$ cat config.mk
export PLATFORM = sky130hd
export DESIGN_NAME = mem_access_ctrl
export DESIGN_NICKNAME = d
export VERILOG_FILES = /design/src/rtl/mem_access_ctrl.sv
export SDC_FILE = /design/constraint.sdc
export NUM_CORES = 1
export LEC_CHECK = 0
export BUFFER_PORTS_ARGS = -buffer_cell sky130_fd_sc_hd__buf_4
export CORE_ASPECT_RATIO = 0.9
export CORE_MARGIN = 5
export CORE_UTILIZATION = 36
export CTS_CLUSTER_SIZE = 28
export DETAILED_ROUTE_END_ITERATION = 16
export MAX_ROUTING_LAYER = met4
export RECOVER_POWER = 50
export SLEW_MARGIN = 15
export SYNTH_ARGS = -nofsm -noshare
export SYNTH_HDL_FRONTEND = slang
export SYNTH_SLANG_ARGS = --single-unit
$ cat constraint.sdc
create_clock -name clk -period 5.39 [get_ports clk]
set_input_delay 0.539 -clock clk [delete_from_list [all_inputs] [get_ports clk]]
set_output_delay 0.539 -clock clk [all_outputs]
set_load 0.005 [all_outputs]
$ cat src/rtl/mem_access_ctrl.sv
// MEM-stage data-cache port controller: turns one pipeline data request into a
// registered cache handshake, aligns byte data and stalls until completion.
module mem_access_ctrl #(
    parameter int TIMEOUT = 255,
    parameter int CNT_W   = 32
) (
    input  logic             clk,
    input  logic             reset,
    input  logic             req_valid,
    input  logic             req_write,
    input  logic             req_byte,
    input  logic [15:0]      req_addr,
    input  logic [15:0]      req_wdata,
    input  logic             mem_resp,
    input  logic [15:0]      mem_rdata,
    output logic             mem_read,
    output logic             mem_write,
    output logic [15:0]      mem_address,
    output logic [15:0]      mem_wdata,
    output logic [1:0]       mem_byte_enable,
    output logic             stall,
    output logic             done,
    output logic [15:0]      rdata,
    output logic             err,
    output logic [CNT_W-1:0] stall_count
);

    typedef enum logic [1:0] {IDLE, BUSY, RESP} state_t;

    localparam int TW = (TIMEOUT < 2) ? 1 : $clog2(TIMEOUT + 1);

    state_t           state_q;
    logic [TW-1:0]    tmo_q;
    logic             tmo_hit;
    logic             mem_read_q, mem_write_q;
    logic [15:0]      mem_address_q, mem_wdata_q, rdata_q;
    logic [1:0]       mem_byte_enable_q;
    logic             err_q;
    logic [CNT_W-1:0] stall_cnt_q, stall_cnt_d;
    logic [15:0]      address_d, wdata_d, rdata_d;
    logic [1:0]       byte_enable_d;

    // Byte lane 1 (odd address) is the high half of the 16-bit word.
    function automatic logic [1:0] lane_enable(input logic is_byte, input logic odd);
        if (!is_byte) return 2'b11;
        return odd ? 2'b10 : 2'b01;
    endfunction

    function automatic logic [15:0] align_rdata(input logic [15:0] d, input logic [1:0] be,
                                                input logic is_write);
        logic [7:0] b;
        b = (be == 2'b10) ? d[15:8] : d[7:0];
        if (is_write)     return 16'h0000;
        if (be == 2'b11)  return d;
        return {{8{b[7]}}, b};
    endfunction

    assign address_d     = req_byte ? req_addr : {req_addr[15:1], 1'b0};
    assign byte_enable_d = lane_enable(req_byte, req_addr[0]);
    assign wdata_d       = req_byte ? {req_wdata[7:0], req_wdata[7:0]} : req_wdata;
    assign rdata_d       = align_rdata(mem_rdata, mem_byte_enable_q, mem_write_q);

    assign tmo_hit = (TIMEOUT != 0) &&
                     (({1'b0, tmo_q} + (TW+1)'(1)) == (TW+1)'(TIMEOUT));

    always_comb begin
        stall = 1'b0;
        case (state_q)
            IDLE:    stall = req_valid;
            BUSY:    stall = 1'b1;
            default: stall = 1'b0;
        endcase
    end

    assign stall_cnt_d = (stall && !(&stall_cnt_q)) ? stall_cnt_q + 1'b1 : stall_cnt_q;

    always_ff @(posedge clk) begin
        if (reset) begin
            state_q           <= IDLE;
            tmo_q             <= '0;
            mem_read_q        <= 1'b0;
            mem_write_q       <= 1'b0;
            mem_address_q     <= '0;
            mem_wdata_q       <= '0;
            mem_byte_enable_q <= '0;
            rdata_q           <= '0;
            err_q             <= 1'b0;
            stall_cnt_q       <= '0;
        end else begin
            stall_cnt_q <= stall_cnt_d;
            case (state_q)
                IDLE: begin
                    if (req_valid) begin
                        mem_address_q     <= address_d;
                        mem_wdata_q       <= wdata_d;
                        mem_byte_enable_q <= byte_enable_d;
                        mem_read_q        <= ~req_write;
                        mem_write_q       <= req_write;
                        tmo_q             <= '0;
                        state_q           <= BUSY;
                    end
                end
                BUSY: begin
                    if (mem_resp) begin
                        mem_read_q  <= 1'b0;
                        mem_write_q <= 1'b0;
                        rdata_q     <= rdata_d;
                        state_q     <= RESP;
                    end else if (tmo_hit) begin
                        mem_read_q  <= 1'b0;
                        mem_write_q <= 1'b0;
                        rdata_q     <= '0;
                        err_q       <= 1'b1;
                        state_q     <= RESP;
                    end else begin
                        tmo_q <= tmo_q + 1'b1;
                    end
                end
                // The request is still presented here; it must not be re-issued.
                default: state_q <= IDLE;
            endcase
        end
    end

    assign mem_read        = mem_read_q;
    assign mem_write       = mem_write_q;
    assign mem_address     = mem_address_q;
    assign mem_wdata       = mem_wdata_q;
    assign mem_byte_enable = mem_byte_enable_q;
    assign done            = (state_q == RESP);
    assign rdata           = rdata_q;
    assign err             = err_q;
    assign stall_count     = stall_cnt_q;

endmodule

# After elaboration in Yosys (flattened, before gate mapping)
# Index checks and enable logic that the tools add are counted.
# Widths: inputs -> output; s select.
totals:
  regBits: 95
  input_bits: 54
  output_inout_bits: 87
  elab_cells: 65
classes:
  add_sub_neg: 3
  eq_ne: 9
  mux: 29
  bitwise: 2
  n_reduce_logical: 12
op_table:
  columns: ["cell", "count"]
  rows:
  - ["$mux 16", 7]
  - ["$add 32x1->32 const B", 1]
  - ["$mux 8", 4]
  - ["$reduce_and 32->1", 1]
  - ["$pmux 8 s2", 1]
  - ["$mux 2", 5]
  - ["$add 8x1->9 const B", 1]
  - ["$eq 9x8->1 const B", 1]
  - ["$add 8x1->8 const B", 1]
  - ["$mux 1", 8]
  - ["$eq 2x2->1 const B", 3]
  - ["$ne 2x2->1 const B", 3]
  - ["$pmux 1 s2", 3]
  - ["$reduce_and 2->1", 3]
  - ["$reduce_and 3->1", 2]
  - ["$pmux 2 s2", 1]
  - ["$reduce_and 4->1", 1]
  - ["$reduce_bool 2->1", 2]
  - ["$ne 3x3->1 const B", 1]
  - ["$eq 2x1->1 const B", 1]
  - ["$logic_not 2->1", 1]
  - ["$not 1->1", 2]
  - ["$logic_and 1x1->1", 1]
  - ["$logic_not 1->1", 1]

# Longest topological paths before layout
# Gate-level depths: netlist (run 1).
logic_depth:
  depth_word: 6
  depth_mapped: 8
  mapped_depth_nobuf: 7

# Least setup slack after synthesis (run 1)
# Ideal clock, no wire load.
synth_timing:
  path_type: "flip-flop to flip-flop"
  start: "register stall_cnt_q[0], in the netlist stall_count[0]"
  end: "register stall_cnt_q[13], in the netlist stall_count[13]"
  setup_ps: 128
  arrival_ps: 1868
  required_time_ps: 5262
  setup_slack_ps: 3395
  stages_incl_launch_ff: 9
  period_less_slack_ps: 1995
  cell_sequence: "dfxtp_1 ha_1 nand3_1 or3_1 or4_4 buf_6 nand4_1 xor2_1 nor2_1"
synth_via:
  elab_chain_cells: 3
synth_lines:
  columns: ["element", "line_no", "rtl"]
  rows:
  - ["start, declared", "39", "logic [CNT_W-1:0] stall_cnt_q, stall_cnt_d;"]
  - ["start signal, assigned", "90", "stall_cnt_q <= stall_cnt_d;"]
  - ["parallel branches: the longest is 3 deep, another holds $add 32x1->32", null, null]
# Several ways; the timed one is not identified.
# A chain may end at the register's enable or synchronous reset.

# Final worst setup path (run 1)
layout_timing:
  start: "register state_q[1]"
  end: "register tmo_q[6]"
layout_via:
  elab_chain_cells: 3
layout_lines:
  columns: ["element", "line_no", "rtl"]
  rows:
  - ["start, declared", "32", "state_t state_q;"]
  - ["start signal, assigned", "79", "state_q <= IDLE;"]
  - ["start signal, assigned", "100", "state_q <= BUSY;"]
  - ["start signal, assigned", "108", "state_q <= RESP;"]
  - ["$eq 2x1->1 / $logic_not 2->1 (equally long branches)", "91", "case (state_q)"]
  - ["$ne 2x2->1 (no source line) / $reduce_bool 2->1 (equally long branches)", null, null]
  - ["$reduce_and 4->1 (no source line)", null, null]
  - ["end signal, assigned", "116", "tmo_q <= tmo_q + 1'b1;"]
  - ["end, declared", "33", "logic [TW-1:0] tmo_q;"]
# Parallel ways exist; a longest one is shown, timed or not.

==> results of run 1 <==
-- power by group --
part | leakage [nW] | switching [mW] | internal, mW | total, mW
logic | 1.30 | 0.0858 | 0.0787 | 0.164
clock network | 0.145 | 0.259 | 0.363 | 0.622
registers | 0.773 | 0.0185 | 0.730 | 0.749
-- final timing paths --
| kind | slack (ns) | end | depth (start not counted) |
|---|---|---|---|
| worst max register to register | 2.69 | tmo_q[6] | 5 |
| worst min register to register | 0.45 | mem_wdata[0] | 2 |
| worst max-delay path | 2.69 | tmo_q[6] | 5 |
| worst min-delay path | 0.45 | mem_address[9] | 3 |
-- cells by family after synthesis --
family / count (synthesis) / synth area share (%)
AOI/OAI and AO/OA: 91 / 15.1
xor gates and xnor gates: 26 / 5.58
adders and majority gates: 3 / 0.919
buffers and inverters: 32 / 3.52
DFF: 95 / 46.6
muxes: 17 / 4.17
and+or+nand+nor: 203 / 24.1
-- cell usage after synthesis, types with 2 or more instances --
master     count  area [sq um]
a211oi_1       8          60.1
a21oi_1       36           180
a311o_1        2          20.0
a31o_2         3          26.3
a31oi_1        5          31.3
and2_1         3          18.8
and3_1         6          37.5
and4_1         5          43.8
buf_1          5          18.8
buf_4          2          15.0
buf_6          2          22.5
clkbuf_1      15          56.3
dfxtp_1       95          1900
ha_1           3          37.5
inv_1          7          26.3
mux2i_1       17           170
nand2_1       62           233
nand2b_1       2          12.5
nand3_1       27           135
nand4_1        9          56.3
nand4_2        2          25.0
nor2_1        54           203
nor2b_1        2          12.5
nor3_1         8          40.0
nor3b_1        2          15.0
o2111ai_1      2          17.5
o21ai_0        9          45.0
o2bb2ai_1     16           140
or3_1         12          75.1
xnor2_1        7          61.3
xor2_1        19           166
-- layer usage --
| metal | up-vias | GRT usage, % |
|---|---|---|
| met5 | - | - |
| met4 | 0 | 5.15 |
| met3 | 13 | 5.71 |
| met2 | 118 | 26.4 |
| met1 | 1779 | 21.5 |
| li1 | 1906 | - |
-- critical path, delay by kind of cell, from the launching register on --
| kind | cells | cell delay, ns |
|---|---|---|
| buffers and inverters | 1 | 1.29 |
| DFF | 1 | 0.35 |
| AOI/OAI and AO/OA | 1 | 0.34 |
| and+or+nand+nor | 3 | 0.59 |
-- per-stage QoR --
stage	hold WS, ns	std cells	area [sq um]	setup WS (ns)
2_1_floorplan	0.453	467	4080	3.39
4_1_cts	0.430	752	5520	3.11
3_5_place_dp	0.447	736	5220	2.99
5_1_grt	0.437	752	5450	2.46
6_report	0.446	752	5450	2.69
3_3_place_gp	0.444	736	5220	3.11
-- final cells by class --
type	count	area [sq um]	area share (%)
clock buffers	14	284	5.21
clock inverters	2	12.5	0.230
inverters	7	26.3	0.482
multi-input cells	340	2040	37.4
flip-flops and latches	95	1900	34.9
well taps	152	190	3.49
repair buffers	142	995	18.3
-- flip-flops by register name, summed over array words and instances, names as in the netlist, 2 cells and up --
register         cells
stall_count         32
mem_wdata           16
state_q              2
rdata               16
mem_address         16
tmo_q                8
mem_byte_enable      2
-- cells in the final DEF (no fill, tap or decap), types with 12 or more instances in the layout --
master     netlist  layout
a21oi_1         36      36
buf_4            2      56
clkbuf_1        15      20
clkbuf_4         0      67
dfxtp_1         95      95
mux2i_1         17      17
nand2_1         62      62
nand3_1         27      27
nor2_1          54      54
o2bb2ai_1       16      16
or3_1           12      12
xor2_1          19      19
==> flow_summary.yaml, run 1 <==
timing:
  timing.final.crit_share_pct: 50.0
  min_period_ns: 2.70
  finalSetupTns_ns: 0
  fmax_mhz: 371
  setup-violations-final: 0
  tightest_slew_ns: 1.74
  slew_headroom_pct: -16.3
  slew_violations: 41
  fin_worst_skew_ns: 0.00748
  hold_viol: 0
  rsz0062_at_grt: "no"
power_and_ir_drop:
  p_total_mw: 1.54
  peakVddDrop_uv: 156
  p_leak_nw: 2.22
  p_per_area_nw_per_um2: 282
yosys:
  yosysWarnings: 0
  yosys_register_bits: 95
  synth_nets: 524
  synth_edf_count: 0
  syn_avg_cell_area_sq_um: 8.74
  ys.flop_type: "dfxtp_1"
  ys_seq_area_share_pct: 46.6
  synthDistinctLibCells: 51
  syn_inst: 467
  synthArstFlopShare_pct: 0
  syn_area_sq_um: 4080
floorplanning:
  num_rows: 36
  coreArea_sq_um: 10900
  start_util_pct: 37.3
  fp.dieW_um: 122
  die_h_um: 111
  pin_count: 141
  dieArea_sq_um: 13600
grt:
  grt_antenna_before_repair: 0
  grt_pass1_wl_um: 18400
  overflow: 0
  grt_max_degree: 82
  grt_pass1_vias: 3645
  track_usage_pct: 17.2
routing:
  viasPerCell: 5.07
  antenna_left: 0
  routed_wl_um: 11300
  wl_per_cell_um: 15.0
  drtPass1Iterations: 4
  wl_met1_um: 4910
  top_layer: "met4"
  routed-wl-met3_um: 919
  drc: 0
  drt_iter0_markers: 155
  wl_met2_um: 5300
  vias: 3816
worst_setup_path:
  cp_slowest_cell: "clkbuf_1"
  required_ns: 5.61
  cp-start-kind: "flip-flop"
  cp_max_fo: 40
  reg2reg_from: "state_q[1]"
  critical_path.max_stage_delay_ns: 1.29
  cp.arrival_ns: 2.91
  path_class: "flip-flop to flip-flop"
  crit_chain: "nor2_1, and2_1, clkbuf_1, nor4b_1, a311o_1"
  crit_start: "state_q[1]"
  endpoint_kind: "flip-flop"
clock_network:
  ctsResizeCount: 0
  clkTransAtPathRegs_ns: 0.06
  cts_tree: "yes"
  holdBufCountCts: 0
  clockBufferDepth: 2
  insertion_delay_ns: 0.34
  cts_setup_buffers: 0
  clock-sinks: 95
  h-tree-depth: 3
  cts_buffers: 9
  root_buffer: "clkbuf_16"
final_layout:
  antennaDiodeCount: 0
  final_core_util_pct: 49.8
  final_nets: 652
  fillers: 1058
  drive_above_1_share_pct: 24.8
  syn_to_final_growth_pct: 33.4
place:
  routabilityCongestion: 0.808
  port_buffers: 140
  dp_hpwl_um: 8220
hold_path:
  worstHoldStart: "req_addr[9]"
  hold_path.class: "input pin to flip-flop"
outcome:
  status: "complete, but fails checks"
  violations: "max-capacitance violations, max-slew violations"
job:
  cap_violations: 1
Note: power is estimated with default switching activity, not from simulation.
==> run 2: changes to the inputs <==
==> constraint.sdc (replaced) <==
create_clock -name clk -period 2.7 [get_ports clk]
set_input_delay 0.27 -clock clk [delete_from_list [all_inputs] [get_ports clk]]
set_output_delay 0.27 -clock clk [all_outputs]
set_load 0.005 [all_outputs]
==> run 2 against run 1 <==
Against the previous run:
- the run now ends clean
- register-to-register slack lost 2.3 ns
- global-route usage shrank 0.26 points
- critical path depth increased by 1
- clock power rose by 110%
- sequential power is 99% higher
- utilization is 0.080 points higher
- die area unchanged
- clock-buffer cell count shrank 5
- final area is 0.16% higher
- worst hold slack got worse by 0.28 ns
- total power grew 100%
- first-iteration DRC count increased by 9.0%
==> flow_summary.yaml, run 2 (synthesis results as in run 1) <==
clock_network:
  ctsResizeCount: 0
  cts_setup_buffers: 0
  h-tree-depth: 3
  clkTransAtPathRegs_ns: 0.07
  cts_buffers: 9
  insertion_delay_ns: 0.34
  root_buffer: "clkbuf_16"
  clock-sinks: 95
  cts_tree: "yes"
  holdBufCountCts: 0
  clockBufferDepth: 2
routing:
  viasPerCell: 4.99
  routed_wl_um: 11100
  antenna_left: 0
  wl_per_cell_um: 14.7
  drc: 0
  drtPass1Iterations: 4
  vias: 3766
  drt_iter0_markers: 169
final_layout:
  final_common_cell: "dfxtp_1"
  multi_input_area_sq_um: 2040
  largest_reg_flops: 32
  final_cell_mix: "dfxtp_1 (95), clkbuf_4 (65), nand2_1 (62)"
  seq_area_sq_um: 1900
  drive_above_1_share_pct: 24.9
  final_core_util_pct: 49.8
  final_nets: 654
  fillers: 1097
  syn_to_final_growth_pct: 33.6
  antennaDiodeCount: 0
hold_path:
  whs_endpoint: "mem_address[12]"
  worstHoldStart: "req_addr[12]"
  hold_path.class: "input pin to flip-flop"
  hold_depth: 3
worst_setup_path:
  rr_worst_depth: 6
  crit_top_cell: "a311o_1"
  critical_path.max_stage_delay_ns: 0.55
  endpoint_kind: "flip-flop"
  cp_max_fo: 12
  cp-start-kind: "flip-flop"
  cp.arrival_ns: 2.55
  path_class: "flip-flop to flip-flop"
  crit_chain: "ha_1, or2b_1, o21ai_0, a311o_1, nor4_1, a311o_1"
  reg2reg_from: "tmo_q[0]"
  r2r_slack_ns: 0.39
  critical_path_buf_inv_count: 0
  path_delay_family: "compound AO/OA/AOI/OAI gates"
  cp_slowest_cell: "a311o_1"
  required_ns: 2.93
  path_depth: 6
  r2r-end: "tmo_q[6]"
grt:
  grt_antenna_before_repair: 0
  grt_pass1_vias: 3585
  overflow: 0
  use_met2_pct: 25.6
  track_usage_pct: 16.9
  grt.met1_usage_pct: 21.4
  grt_util_met3_pct: 5.41
  grt_pass1_wl_um: 18100
  grt_max_degree: 81
  grt_busiest_layer: "met2"
floorplanning:
  pin_count: 141
  fp.dieW_um: 122
  die_h_um: 111
  dieArea_sq_um: 13600
  coreArea_sq_um: 10900
  start_util_pct: 37.3
  num_rows: 36
place:
  dp_hpwl_um: 8130
  port_buffers: 140
  routabilityCongestion: 0.849
timing:
  setup-violations-final: 0
  slew_headroom_pct: 43.3
  hold_viol: 0
  min_period_ns: 2.31
  rsz0062_at_grt: "no"
  fin_worst_skew_ns: 0.00464
  finalSetupTns_ns: 0
  tightest_slew_ns: 0.851
  slew_violations: 0
  timing.final.crit_share_pct: 85.7
  hold_ws_ns: 0.168
  fmax_mhz: 432
job:
  cap_violations: 0
power_and_ir_drop:
  p_leak_nw: 2.22
  peakVddDrop_uv: 336
  p_per_area_nw_per_um2: 568
  p_total_mw: 3.10
outcome:
  status: "completed"
==> run 2: cell count changes in the layout (fill, tap and decap cells not counted) <==
cell        previous run  this run
and2_1                 3         2
clkinv_4               0         1
clkbuf_8               4         0
clkbuf_1              20        21
clkinvlp_4             1         2
clkbuf_4              67        65
bufinv_16              0         1
buf_4                 56        58
clkinv_2               1         2
inv_6                  0         1
and2_0                 0         1
==> run 2: final cells by class <==
cell class,instances,share of cell area (%)
repair buffers,144,18.4
clock buffers,9,4.13
multi-input cells,340,37.3
flip-flops and latches,95,34.9
clock inverters,7,1.33
well taps,152,3.49
inverters,7,0.482
==> run 2: how the worst max path moves through the flow <==
stage                         from         endpoint  slack (ns)
floorplan           stall_count[0]  stall_count[13]        0.70
global placement          tmo_q[0]         tmo_q[6]        0.55
detailed placement        tmo_q[0]         tmo_q[6]        0.44
CTS                       tmo_q[0]         tmo_q[6]        0.41
global route              tmo_q[1]         tmo_q[6]        0.25
finish                    tmo_q[0]         tmo_q[6]        0.39
==> run 2: report_power, final <==
group	internal [mW]	total, mW	switching, mW	leakage [nW]
Clock	0.720	1.28	0.563	0.142
Combinational	0.156	0.326	0.170	1.30
Sequential	1.46	1.49	0.0342	0.773
==> run 2: through the flow <==
stage	instances	worst slack (ns)	instance area, sq um
2_1_floorplan	467	0.705	4080
3_3_place_gp	738	0.554	5240
3_5_place_dp	738	0.435	5240
4_1_cts	754	0.414	5530
5_1_grt	754	0.253	5460
6_report	754	0.387	5460
==> run 2: metal layers <==
metal / part of all wire (%) / wire (um)
met5: 0 / 0
met4: 1.9 / 211
met3: 6.4 / 712
met2: 46 / 5150
met1: 45 / 5040
==> run 2: worst reg2reg max path: cells and delay by family (launching register included) <==
kind	cells	cell delay, ns
DFF	1	0.35
AOI/OAI and AO/OA	3	1.30
and+or+nand+nor	2	0.34
adders and majority gates	1	0.23
